File: config.mk
export PLATFORM = sky130hd
export DESIGN_NAME = id_release_tracker
export DESIGN_NICKNAME = d
export VERILOG_FILES = /design/src/rtl/id_release_tracker.sv
export SDC_FILE = /design/constraint.sdc
export NUM_CORES = 1
export LEC_CHECK = 0
export CORE_MARGIN = 4
export CORE_UTILIZATION = 58
export CTS_BUF_LIST = sky130_fd_sc_hd__clkbuf_4 sky130_fd_sc_hd__clkbuf_8 sky130_fd_sc_hd__clkbuf_16
export CTS_CLUSTER_DIAMETER = 40
export CTS_CLUSTER_SIZE = 20
export DETAILED_ROUTE_END_ITERATION = 6
export GPL_TIMING_DRIVEN = 0
export PLACE_DENSITY = 0.79
export SYNTH_ARGS = -nofsm -noshare
export SYNTH_HDL_FRONTEND = slang
export SYNTH_SLANG_ARGS = --single-unit
File: constraint.sdc
create_clock -name clk_i -period 5.06 [get_ports clk_i]
set_input_delay 1.012 -clock clk_i [delete_from_list [all_inputs] [get_ports clk_i]]
set_output_delay 1.012 -clock clk_i [all_outputs]
set_load 0.01 [all_outputs]
File: src/rtl/id_release_tracker.sv
// rtl/id_release_tracker.sv - per-ID metadata tracker, completion register and free-list release queue
// Optional per-ID age limit enabled by defining TRACKER_TIMEOUT_EN.
module id_release_tracker #(
  parameter int NUM_IDS        = 8,
  parameter int ID_WIDTH       = (NUM_IDS > 1) ? $clog2(NUM_IDS) : 1,
  parameter int META_WIDTH     = 32,
  parameter int TIMEOUT_CYCLES = 1024
) (
  input  logic                  clk_i,
  input  logic                  rst_i,
  input  logic                  flush_i,
  input  logic                  alloc_valid_i,
  input  logic [ID_WIDTH-1:0]   alloc_id_i,
  input  logic [META_WIDTH-1:0] alloc_meta_i,
  input  logic                  rsp_valid_i,
  output logic                  rsp_ready_o,
  input  logic [ID_WIDTH-1:0]   rsp_id_i,
  input  logic                  rsp_last_i,
  output logic                  cpl_valid_o,
  input  logic                  cpl_ready_i,
  output logic [ID_WIDTH-1:0]   cpl_id_o,
  output logic [META_WIDTH-1:0] cpl_meta_o,
  output logic                  rel_push_o,
  output logic [ID_WIDTH-1:0]   rel_id_o,
  input  logic                  rel_full_i,
  output logic [ID_WIDTH:0]     outstanding_o,
  output logic                  err_o,
  output logic                  timeout_o
);

  logic [NUM_IDS-1:0]    r_valid;
  logic [META_WIDTH-1:0] r_meta [NUM_IDS];
  logic [ID_WIDTH:0]     r_outstanding;
  logic                  r_cpl_valid;
  logic [ID_WIDTH-1:0]   r_cpl_id;
  logic [META_WIDTH-1:0] r_cpl_meta;
  logic [ID_WIDTH-1:0]   r_rq [NUM_IDS];
  logic [ID_WIDTH-1:0]   r_rq_wr;
  logic [ID_WIDTH-1:0]   r_rq_rd;
  logic [ID_WIDTH:0]     r_rq_cnt;
  logic                  r_err;

  logic w_rsp_ready;
  logic w_rsp_fire;
  logic w_rsp_hit;
  logic w_rsp_miss;
  logic w_alloc_ok;
  logic w_alloc_dup;
  logic w_cpl_fire;
  logic w_rel_fire;

  function automatic logic [ID_WIDTH-1:0] f_ptr_inc(input logic [ID_WIDTH-1:0] p);
    return (p == ID_WIDTH'(NUM_IDS - 1)) ? '0 : p + 1'b1;
  endfunction

  // Lookups use the pre-alloc table; a hit and a successful alloc can never share an ID.
  assign w_rsp_ready = ~r_cpl_valid | cpl_ready_i;
  assign w_rsp_fire  = rsp_valid_i & w_rsp_ready;
  assign w_rsp_hit   = w_rsp_fire & rsp_last_i & r_valid[rsp_id_i];
  assign w_rsp_miss  = w_rsp_fire & rsp_last_i & ~r_valid[rsp_id_i];
  assign w_alloc_ok  = alloc_valid_i & ~r_valid[alloc_id_i];
  assign w_alloc_dup = alloc_valid_i & r_valid[alloc_id_i];
  assign w_cpl_fire  = r_cpl_valid & cpl_ready_i;
  assign w_rel_fire  = (r_rq_cnt != '0) & ~rel_full_i;

  assign rsp_ready_o   = w_rsp_ready;
  assign cpl_valid_o   = r_cpl_valid;
  assign cpl_id_o      = r_cpl_id;
  assign cpl_meta_o    = r_cpl_meta;
  assign rel_push_o    = w_rel_fire;
  assign rel_id_o      = r_rq[r_rq_rd];
  assign outstanding_o = r_outstanding;
  assign err_o         = r_err;

  // Storage arrays carry no reset; their contents are qualified by r_valid / r_rq_cnt.
  always_ff @(posedge clk_i) begin
    if (w_alloc_ok) r_meta[alloc_id_i] <= alloc_meta_i;
    if (w_cpl_fire) r_rq[r_rq_wr] <= r_cpl_id;
  end

  always_ff @(posedge clk_i or posedge rst_i) begin
    if (rst_i) begin
      r_valid       <= '0;
      r_outstanding <= '0;
      r_cpl_valid   <= 1'b0;
      r_cpl_id      <= '0;
      r_cpl_meta    <= '0;
      r_rq_wr       <= '0;
      r_rq_rd       <= '0;
      r_rq_cnt      <= '0;
      r_err         <= 1'b0;
    end else if (flush_i) begin
      r_valid       <= '0;
      r_outstanding <= '0;
      r_cpl_valid   <= 1'b0;
      r_cpl_id      <= '0;
      r_cpl_meta    <= '0;
      r_rq_wr       <= '0;
      r_rq_rd       <= '0;
      r_rq_cnt      <= '0;
      r_err         <= 1'b0;
    end else begin
      if (w_rsp_hit)  r_valid[rsp_id_i]   <= 1'b0;
      if (w_alloc_ok) r_valid[alloc_id_i] <= 1'b1;
      r_outstanding <= r_outstanding + (ID_WIDTH+1)'(w_alloc_ok) - (ID_WIDTH+1)'(w_rsp_hit);

      if (w_rsp_hit) begin
        r_cpl_valid <= 1'b1;
        r_cpl_id    <= rsp_id_i;
        r_cpl_meta  <= r_meta[rsp_id_i];
      end else if (cpl_ready_i) begin
        r_cpl_valid <= 1'b0;
      end

      if (w_cpl_fire) r_rq_wr <= f_ptr_inc(r_rq_wr);
      if (w_rel_fire) r_rq_rd <= f_ptr_inc(r_rq_rd);
      case ({w_cpl_fire, w_rel_fire})
        2'b10:   r_rq_cnt <= r_rq_cnt + 1'b1;
        2'b01:   r_rq_cnt <= r_rq_cnt - 1'b1;
        default: r_rq_cnt <= r_rq_cnt;
      endcase

      if (w_alloc_dup | w_rsp_miss) r_err <= 1'b1;
    end
  end

`ifdef TRACKER_TIMEOUT_EN
  localparam int AGE_W = $clog2(TIMEOUT_CYCLES + 1);

  logic [AGE_W-1:0] r_age [NUM_IDS];
  logic             r_timeout;

  assign timeout_o = r_timeout;

  // Age saturates at TIMEOUT_CYCLES; the flag is raised on the edge the age reaches it.
  always_ff @(posedge clk_i or posedge rst_i) begin
    if (rst_i) begin
      for (int i = 0; i < NUM_IDS; i++) r_age[i] <= '0;
      r_timeout <= 1'b0;
    end else if (flush_i) begin
      for (int i = 0; i < NUM_IDS; i++) r_age[i] <= '0;
      r_timeout <= 1'b0;
    end else begin
      for (int i = 0; i < NUM_IDS; i++) begin
        if (w_alloc_ok && (alloc_id_i == ID_WIDTH'(i))) begin
          r_age[i] <= '0;
        end else if (r_valid[i] && (r_age[i] != AGE_W'(TIMEOUT_CYCLES))) begin
          r_age[i] <= r_age[i] + 1'b1;
          if (r_age[i] == AGE_W'(TIMEOUT_CYCLES - 1)) r_timeout <= 1'b1;
        end
      end
    end
  end
`else
  logic w_unused_timeout;

  assign w_unused_timeout = (TIMEOUT_CYCLES == 0);
  assign timeout_o        = 1'b0;
`endif

endmodule

# Yosys cells after proc, flatten, opt, wreduce, memory -nomap -nowiden
# Memories as Yosys holds them, arrays and structs flattened.
# Cells that the tools add are included.
[classes]
n_addsub = 6
order_cmp = 4
eq_ne = 4
mux = 34
bitwise = 17
n_reduce_logical = 9
[ops]
columns = ["cell", "n"]
rows = [
  ["32-bit two-way mux", 2],
  ["8-bit two-way mux", 4],
  ["3-bit two-way mux", 8],
  ["1-bit two-way mux", 13],
  ["1-bit bitwise AND", 8],
  ["8-bit bitwise AND", 1],
  ["3-bit by 4-bit less-than comparator with 1-bit output (second input constant)", 2],
  ["4-bit two-way mux", 2],
  ["8-bit NOT", 1],
  ["8-bit bitwise OR", 1],
  ["4-bit one-hot mux with 2 select lines", 1],
  ["2-bit nonzero test", 4],
  ["3-bit by 1-bit adder with 3-bit output (second input constant)", 2],
  ["1-bit binary-select mux with 3-bit select", 2],
  ["1-bit demux with 3-bit select", 2],
  ["3-bit equality test (second input constant)", 2],
  ["3-bit by 1-bit >= comparator with 1-bit output (second input constant)", 2],
  ["3-bit nonzero test", 2],
  ["4-bit by 1-bit adder with 4-bit output", 1],
  ["4-bit by 1-bit adder with 4-bit output (second input constant)", 1],
  ["1-bit NOT", 4],
  ["4-bit nonzero test", 1],
  ["4-bit by 1-bit subtractor with 4-bit output", 1],
  ["4-bit by 1-bit subtractor with 4-bit output (second input constant)", 1],
  ["other kinds (4)", 6],
]
[word_totals]
regBits = 59
ramBits = 280
inputBits = 46
out_inout_bits = 47
elab_cells = 85
n_memories = 2
[mem_list]
columns = ["name", "depth", "width", "rd", "rd_clocked_by_memory_dff", "write_ports", "line", "text"]
rows = [
  ["r_meta", 8, 32, 1, 0, 1, "32", "logic [META_WIDTH-1:0] r_meta [NUM_IDS];"],
  ["r_rq", 8, 3, 1, 0, 1, "37", "logic [ID_WIDTH-1:0] r_rq [NUM_IDS];"],
]

# Logic depth before layout (Yosys ltp)
# Gate-level depths: netlist (run 1).
[logic_depth]
word_depth = 11
depth_mapped = 12
ltp_nobuf = 10

# Worst setup path before layout (run 1)
# Ideal clock, no wire load.
[synth_timing]
path_kind = "input to register"
startpoint = "input alloc_id_i[1]"
endpoint = "register r_valid[2]"
setup_ns = 0.090
t_arrival_ns = 4.963
t_required_ns = 4.970
path_slack_ns = 0.007
path_stages = 5
n_path_buf = 1
cell_sequence = "clkbuf_1 > nand2_1 > nor4_1 > o21ai_0 > a21oi_1"
[synth_between]
elab_chain_cells = 7
elab_cells_between_ends = 12
classes_between = "2 x order compare; 6 x mux; 3 x bitwise; 1 x reduce/logical"
[synth_rtl]
columns = ["element", "line", "text"]
rows = [
  ["start: declaration", "13", "input logic [ID_WIDTH-1:0] alloc_id_i,"],
  ["3-bit by 4-bit less-than comparator with 1-bit output (not written as such) or 3-bit by 1-bit >= comparator with 1-bit output (tied branches)", "104", "if (w_alloc_ok) r_valid[alloc_id_i] <= 1'b1;"],
  ["1-bit logical AND (not written as such)", "104", ""],
  ["1-bit two-way mux (not written as such)", "104", ""],
  ["1-bit demux with 3-bit select", "104", ""],
  ["8-bit bitwise OR (no source line)", "--", ""],
  ["8-bit two-way mux (*)", "104", ""],
  ["8-bit two-way mux (*)", "92", "end else if (flush_i) begin"],
  ["end signal: assignment", "93", "r_valid <= '0;"],
  ["end signal: indexed assignment", "103", "if (w_rsp_hit) r_valid[rsp_id_i] <= 1'b0;"],
  ["end signal: indexed assignment", "104", ""],
  ["end: declaration", "31", "logic [NUM_IDS-1:0] r_valid;"],
]
# Mark *: on every way between the ends. The rest lies on a longest branch, timed or not. The select of a mux whose other input is x is not followed.
# A chain may end at the register's enable or synchronous reset.

# Final worst setup path (run 1)
[layout_timing]
startpoint = "input rsp_id_i[2]"
endpoint = "register r_outstanding[3] (netlist: outstanding_o[3])"
[layout_between]
elab_chain_cells = 5
[layout_rtl]
columns = ["element", "line", "text"]
rows = [
  ["start: declaration", "17", "input logic [ID_WIDTH-1:0] rsp_id_i,"],
  ["1-bit binary-select mux with 3-bit select", "59", "assign w_rsp_hit = w_rsp_fire & rsp_last_i & r_valid[rsp_id_i];"],
  ["1-bit two-way mux (not written as such)", "59", ""],
  ["1-bit bitwise AND", "59", ""],
  ["4-bit by 1-bit subtractor with 4-bit output", "105", "r_outstanding <= r_outstanding + (ID_WIDTH+1)'(w_alloc_ok) - (ID_WIDTH+1)'(w_rsp_hit);"],
  ["4-bit two-way mux", "92", ""],
  ["end signal: assignment", "105", ""],
  ["end: declaration", "33", "logic [ID_WIDTH:0] r_outstanding;"],
]
# No other way between the ends. The select of a mux whose other input is x is not followed.

==> results of run 1 <==
-- critical path, delay by kind of cell --
family	cells	cell delay (ns)
buffers and inverters	4	1.72
AO/OA/AOI/OAI	4	0.80
AND/OR/NAND/NOR	3	0.39
adder cells (fa/ha/maj)	1	0.31
XOR/XNOR	1	0.13
-- registers in the layout (all words and copies together), names as in the netlist --
name and cells:
cpl_id_o 3, cpl_meta_o 32, cpl_valid_o 1, err_o 1
outstanding_o 4, r_meta 256, r_rq 24, r_rq_cnt 4
r_rq_rd 3, r_rq_wr 3, r_valid 8
-- per-stage QoR --
| stage | total power [W] | cells | setup slack [ns] | utilization (%) | cell area, um2 |
|---|---|---|---|---|---|
| after floorplan | 0.00352 | 797 | 0.00709 | - | 13400 |
| after global placement | 0.00374 | 1171 | -3.75 | 64.6 | 14700 |
| after detailed placement | 0.00377 | 1209 | 0.710 | 66.5 | 15100 |
| after CTS | 0.00651 | 1278 | 1.16 | 72.2 | 16400 |
| after global routing | 0.00668 | 1278 | 0.960 | 72.2 | 16400 |
| final | 0.00649 | 1278 | 1.07 | 72.2 | 16400 |
-- power groups by stage --
stage          Combinational [W]  Clock [W]  Sequential (W)
2_1_floorplan           0.000336          0         0.00319
3_3_place_gp            0.000548          0         0.00319
3_5_place_dp            0.000580          0         0.00319
4_1_cts                 0.000585    0.00280         0.00313
5_1_grt                 0.000629    0.00292         0.00313
6_report                0.000585    0.00277         0.00313
-- synth_stat cells (all sizes together), types with 6 or more instances --
| cell | number | area [um2] |
|---|---|---|
| a211oi | 23 | 173 |
| a21oi | 30 | 150 |
| a221oi | 27 | 236 |
| a22o | 6 | 52.6 |
| a22oi | 6 | 45.0 |
| buf | 23 | 124 |
| clkbuf | 26 | 97.6 |
| dfrtp | 59 | 1480 |
| edfxtp | 280 | 8410 |
| ha | 9 | 113 |
| inv | 8 | 30.0 |
| mux2 | 18 | 203 |
| mux2i | 40 | 400 |
| mux4 | 33 | 743 |
| nand2 | 29 | 109 |
| nor2 | 58 | 218 |
| nor2b | 9 | 56.3 |
| nor3 | 21 | 105 |
| nor4 | 6 | 43.8 |
| o21ai | 18 | 93.8 |
| xnor2 | 6 | 52.6 |
-- routing by layer --
metal | up-vias | share of wire (%)
li1 | 3509 | -
met2 | 537 | 49
met1 | 4149 | 38
met3 | 78 | 11
met5 | - | 0
met4 | 0 | 2.8
-- cells by family after synthesis --
logic type / Yosys count
DFF: 339
AOI/OAI and AO/OA: 146
and+or+nand+nor: 144
muxes: 91
buffers and inverters: 58
adders and majority gates: 10
xor gates and xnor gates: 8
other: 1
-- area by class of cell --
class / count / area [um2]
timing repair buffer: 127 / 1280
multi-input combinational: 400 / 3320
clock inverter: 23 / 246
fill: 1364 / 6320
clock buffer: 46 / 1050
tap: 285 / 357
inverter: 9 / 33.8
buffer: 49 / 221
sequential: 339 / 9880
-- how the worst max path moves through the flow --
| stage | start | slack [ns] | to | cells past startpoint |
|---|---|---|---|---|
| after global routing | rsp_id_i[2] | 0.96 | outstanding_o[3]$_DFF_PP0_ | 13 |
| after floorplan | alloc_id_i[1] | 0.007 | r_valid[2]$_DFF_PP0_ | 5 |
| after global placement | alloc_id_i[0] | -3.75 | r_valid[2]$_DFF_PP0_ | 5 |
| after detailed placement | rsp_id_i[2] | 0.71 | outstanding_o[3]$_DFF_PP0_ | 13 |
| after CTS | rsp_id_i[2] | 1.16 | outstanding_o[3]$_DFF_PP0_ | 13 |
| final | rsp_id_i[2] | 1.07 | outstanding_o[3]$_DFF_PP0_ | 13 |
==> impl_metrics.tcl, run 1 <==
set metrics [dict create \
    synth_top_family_by_area "multiplexers" \
    criticalPathCategory "primary input to flop" \
    power.ir.vdd_worst_mv 0.351 \
    cts_setup_buffers 0 \
    synthesis.instances 797 \
    setup_viol 0 \
    floorplan.die_area_um2 25600 \
    r2r_slack_ns 1.97 \
    ioPinCount 93 \
    power.combinational.fraction_pct 9.0 \
    detail_route.wirelength_mm 33.5 \
    synth_enable_flop_cells 280 \
    element_type_at_the_critical_path_end "flop" \
    status "complete, no violations" \
    power.switching_w 0.00150 \
    postSynthRegisterBits 339 \
    clockBufferDepth 3 \
    setup-tns-final_ns 0 \
    detail_route.drc_violations 0 \
    grt_util_met2_pct 41.5 \
    pwr_density_cell_nw_per_um2 396 \
    drt_first_iter_violations 1089 \
    sw_share_pct 23.2 \
    yosys_warn_count 0 \
    max_clock_freq_ghz 0.250 \
    ys_flop_type "edfxtp_1" \
    critical_path.reg2reg.startpoint "r_valid[5]$_DFF_PP0_" \
    synth-seq-area-share_pct 73.7 \
    via_count 8273 \
    placeableCoreArea_um2 22700 \
    postSynth.asyncResetShare_pct 17.4 \
    number_of_hold_repair_buffers_added_at_the_cts_stage 0 \
    tritoncts "built" \
    min_period_ns 3.99 \
    cell_chain_of_the_critical_path "clkdlybuf4s50_1 > clkbuf_1 > nand3b_1 > a21oi_1 > o21a_1 > buf_2 > buf_2 > nand2_1 > ha_1 > a21o_1 > a21oi_1 > xnor2_1 > nor2_1" \
    routed_wire_length_per_instance_um 26.2 \
    drv_cap 0 \
    antenna_found_initial 0 \
    cts.repair.resized 0 \
    finalHoldViolCount 0 \
    synth_compound_gate_area_share_pct 7.85 \
    rsz_0062_raised_after_global_routing "no" \
    worst_path_max_delay_cell "clkdlybuf4s50_1" \
    clock-sinks 339 \
    timing.hold.worst_path_depth 1 \
    fin_crit_sh_pct 78.9 \
    grt_pass1_wl_mm 50.1 \
    r2r-end "outstanding_o[2]$_DFF_PP0_" \
    clockPowerShare_pct 42.7 \
    grt.met1_usage_pct 35.6 \
    layout-area-overhead-vs-synth_pct 22.2 \
    clk_latency_ns 0.53 \
    antenna-diode-count 0 \
    antenna_violating_nets_post_route 0 \
    hold_start "cpl_meta_o[8]$_DFFE_PP0P_" \
    gr-max-usage-layer "met2" \
    clk_root_buffer_cell "clkbuf_16" \
    dp_hpwl_mm 22.1 \
    mostFrequentLayoutCell "edfxtp_1" \
    core.rowCount 55 \
    max_slew_margin_pct 22.6 \
    yosys.cell_types.count 57 \
    avgSynthCellArea_um2 16.8 \
    clk_pin_slew_ns 0.06 \
    critPathLaunchType "primary input" \
    sequential_cell_fraction_of_total_power_pct 48.2 \
    drt-pass1-iter-count 5 \
    synthSimpleGateAreaFrac_pct 5.01 \
    most-common-layout-cells "edfxtp_1, clkdlybuf4s50_1, dfrtp_1" \
    die_height_um 160 \
    slew_viol_final 0 \
    numCtsBuffers 38 \
    yosys.area_share.adder_pct 0.988 \
    skew_ns 0.0234 \
    first_global_vias 8331 \
    initial_core_util_pct 59.1 \
    drive_above_1_share_pct 19.2 \
    post_synth_xor_area_fraction_pct 0.522 \
    cellInternalPower_w 0.00498 \
    worst_ep_required_time_ns 5.43 \
    pin_slew_with_the_least_headroom_to_its_limit_ns 1.15 \
    yosys-mux-area-fraction_pct 10.0 \
    die_width_um 160 \
    p_leak_nw 5.81 \
    arrival_ns 4.36 \
    hold_ws_ns 0.533 \
    gpl.final_weighted_congestion 0.814 \
    use_met3_pct 6.01 \
    grt.overflow.total 0 \
    min_delay_worst_endpoint "cpl_meta_o[8]$_DFFE_PP0P_" \
    slowest_delay_ns 0.56 \
    grt_start_max_net_pins 36 \
    min-delay-path-class "flop to flop" \
    buffer_ports.inserted 89 \
    reg2regPathDepth 10 \
    synth_nets 853 \
    global_route.usage.total_pct 25.9 \
    routed_via_density 6.47 \
    mappedNetlistArea_um2 13400 \
    htree_levels 2 \
    cp_max_fo 10 \
    final_net_count 1020 \
]
(Power assumes the default switching activity.)
==> inputs of run 2 (changes only) <==
--- a/config.mk
+++ b/config.mk
@@ -6,13 +6,13 @@
 export NUM_CORES = 1
 export LEC_CHECK = 0
 export CORE_MARGIN = 4
-export CORE_UTILIZATION = 58
+export CORE_UTILIZATION = 53
 export CTS_BUF_LIST = sky130_fd_sc_hd__clkbuf_4 sky130_fd_sc_hd__clkbuf_8 sky130_fd_sc_hd__clkbuf_16
 export CTS_CLUSTER_DIAMETER = 40
 export CTS_CLUSTER_SIZE = 20
 export DETAILED_ROUTE_END_ITERATION = 6
 export GPL_TIMING_DRIVEN = 0
-export PLACE_DENSITY = 0.79
+export PLACE_DENSITY = 0.76
 export SYNTH_ARGS = -nofsm -noshare
 export SYNTH_HDL_FRONTEND = slang
 export SYNTH_SLANG_ARGS = --single-unit
==> constraint.sdc (replaced) <==
create_clock -name clk_i -period 3.6 [get_ports clk_i]
set_input_delay 0.72 -clock clk_i [delete_from_list [all_inputs] [get_ports clk_i]]
set_output_delay 0.72 -clock clk_i [all_outputs]
set_load 0.01 [all_outputs]
==> run 2 against run 1 <==
The run now ends with DRC left. Die area increased by 8.9%. Global-route usage fell by 2.3 points. First-iteration DRC count fell by 17%. Core utilization fell by 5.3 points. Non-clock buffer count fell by 8. Critical endpoint is now outstanding_o[2]$_DFF_PP0_. Largest cell class unchanged.
==> impl_metrics.tcl, run 2 (synthesis gave the netlist of run 1 again) <==
set metrics [dict create \
    layout-area-overhead-vs-synth_pct 22.7 \
    pwr_density_cell_nw_per_um2 554 \
    setup-tns-final_ns 0 \
    power.combinational.fraction_pct 9.0 \
    hold_ws_ns 0.526 \
    max_clock_freq_ghz 0.285 \
    floorplan.die_area_um2 27900 \
    critPathLaunchType "primary input" \
    p_leak_nw 5.79 \
    buffer_ports.inserted 89 \
    grt_pass1_wl_mm 50.2 \
    status "complete, but fails checks" \
    initial_core_util_pct 54.5 \
    gpl.final_weighted_congestion 0.813 \
    finalHoldViolCount 0 \
    tritoncts "built" \
    fin_crit_sh_pct 97.3 \
    arrival_ns 3.90 \
    failing_checks "DRC" \
    first_global_vias 8377 \
    dp_hpwl_mm 21.7 \
    antenna-diode-count 0 \
    min_period_ns 3.50 \
    sequential_cell_fraction_of_total_power_pct 48.2 \
    detail_route.drc_violations 3 \
    n_fill_cell 1653 \
    slew_viol_final 0 \
    routed_via_density 6.20 \
    skew_ns 0.0132 \
    largest_register_by_flop_count "r_meta" \
    clockPowerShare_pct 42.8 \
    drv_cap 0 \
    power.switching_w 0.00212 \
    clk_latency_ns 0.53 \
    die_width_um 167 \
    element_type_at_the_critical_path_end "flop" \
    cts.repair.resized 1 \
    antenna_found_initial 1 \
    global_route.usage.total_pct 23.6 \
    pin_slew_with_the_least_headroom_to_its_limit_ns 1.07 \
    place_area_um2 15200 \
    mostFrequentLayoutCell "edfxtp_1" \
    placeableCoreArea_um2 24600 \
    routed_wire_length_per_instance_um 25.2 \
    number_of_hold_repair_buffers_added_at_the_cts_stage 0 \
    clockBufferDepth 3 \
    setup_viol 0 \
    via_count 8124 \
    antenna_violating_nets_post_route 0 \
    criticalPathCategory "primary input to flop" \
    cp_max_fo 10 \
    die_height_um 167 \
    timing.hold.worst_path_depth 2 \
    core.rowCount 57 \
    register_area_um2 9880 \
    grt.overflow.total 0 \
    multi_input_comb_area_um2 3350 \
    rsz_0062_raised_after_global_routing "no" \
    most-common-layout-cells "edfxtp_1, clkdlybuf4s50_1, dfrtp_1" \
    max_slew_margin_pct 27.9 \
    drt_first_iter_violations 908 \
    power.ir.vdd_worst_mv 0.528 \
    detail_route.wirelength_mm 33.0 \
    numCtsBuffers 38 \
    reg2regPathDepth 10 \
    cts_setup_buffers 0 \
    finalCoreUtilization_pct 66.9 \
    drive_above_1_share_pct 18.7 \
    clk_root_buffer_cell "clkbuf_16" \
    worst_ep_required_time_ns 4.00 \
    final_net_count 1012 \
    final_area_um2 16500 \
    sw_share_pct 23.2 \
    drt-pass1-iter-count 7 \
    clk_pin_slew_ns 0.06 \
    cellInternalPower_w 0.00700 \
    min-delay-path-class "flop to flop" \
    htree_levels 2 \
    clock-sinks 339 \
    largest_reg_flops 256 \
    ioPinCount 93 \
    grt_start_max_net_pins 33 \
]
==> run 2: metrics by stage <==
stage | instances | total power [W] | setup slack (ns)
finish | 1310 | 0.00912 | 0.0965
global route | 1310 | 0.00943 | 0.000651
floorplan | 797 | 0.00495 | -1.16
detailed placement | 1240 | 0.00529 | -0.503
global placement | 1210 | 0.00524 | -5.03
CTS | 1310 | 0.00916 | 0.111
==> run 2: final timing paths <==
| kind | from | to | slack (ns) |
|---|---|---|---|
| max | rsp_id_i[1] | outstanding_o[2]$_DFF_PP0_ | 0.1 |
| min | cpl_meta_o[16]$_DFFE_PP0P_ | cpl_meta_o[16]$_DFFE_PP0P_ | 0.53 |
| max reg2reg | r_valid[1]$_DFF_PP0_ | outstanding_o[2]$_DFF_PP0_ | 0.48 |
| min reg2reg | cpl_meta_o[16]$_DFFE_PP0P_ | cpl_meta_o[16]$_DFFE_PP0P_ | 0.53 |
| max in group asynchronous | rst_i | cpl_meta_o[28]$_DFFE_PP0P_ | 2.36 |
| min in group asynchronous | rst_i | cpl_meta_o[16]$_DFFE_PP0P_ | 0.60 |
==> run 2: worst max-delay path: stages <==
cell             delay, ns
clkdlybuf4s50_1       0.59
mux2_1                0.36
mux4_2                0.52
o21a_1                0.22
buf_2                 0.22
clkbuf_4              0.27
xnor2_1               0.17
ha_1                  0.21
fa_1                  0.39
xnor2_1               0.17
nor2_1                0.05
==> run 2: cell type report <==
cell class / count / share of cell area [%]
Sequential cell: 339 / 60.1
Inverter: 9 / 0.205
Clock inverter: 27 / 1.58
Buffer: 49 / 1.37
Tap cell: 324 / 2.46
Timing Repair Buffer: 119 / 7.63
Multi-Input combinational cell: 400 / 20.4
Clock buffer: 43 / 6.32
==> run 2: power groups by stage <==
stage	clock network (W)	logic [W]	registers, W
6_report	0.00391	0.000819	0.00440
5_1_grt	0.00413	0.000892	0.00440
4_1_cts	0.00394	0.000819	0.00440
3_5_place_dp	0	0.000814	0.00448
3_3_place_gp	0	0.000764	0.00448
2_1_floorplan	0	0.000474	0.00448
==> run 2: routing by layer <==
metal	part of all wire [%]	GRT usage [%]
met5	0.061	0
met4	2.7	7.76
met3	9.4	5.49
met2	49	37.3
met1	39	32.9
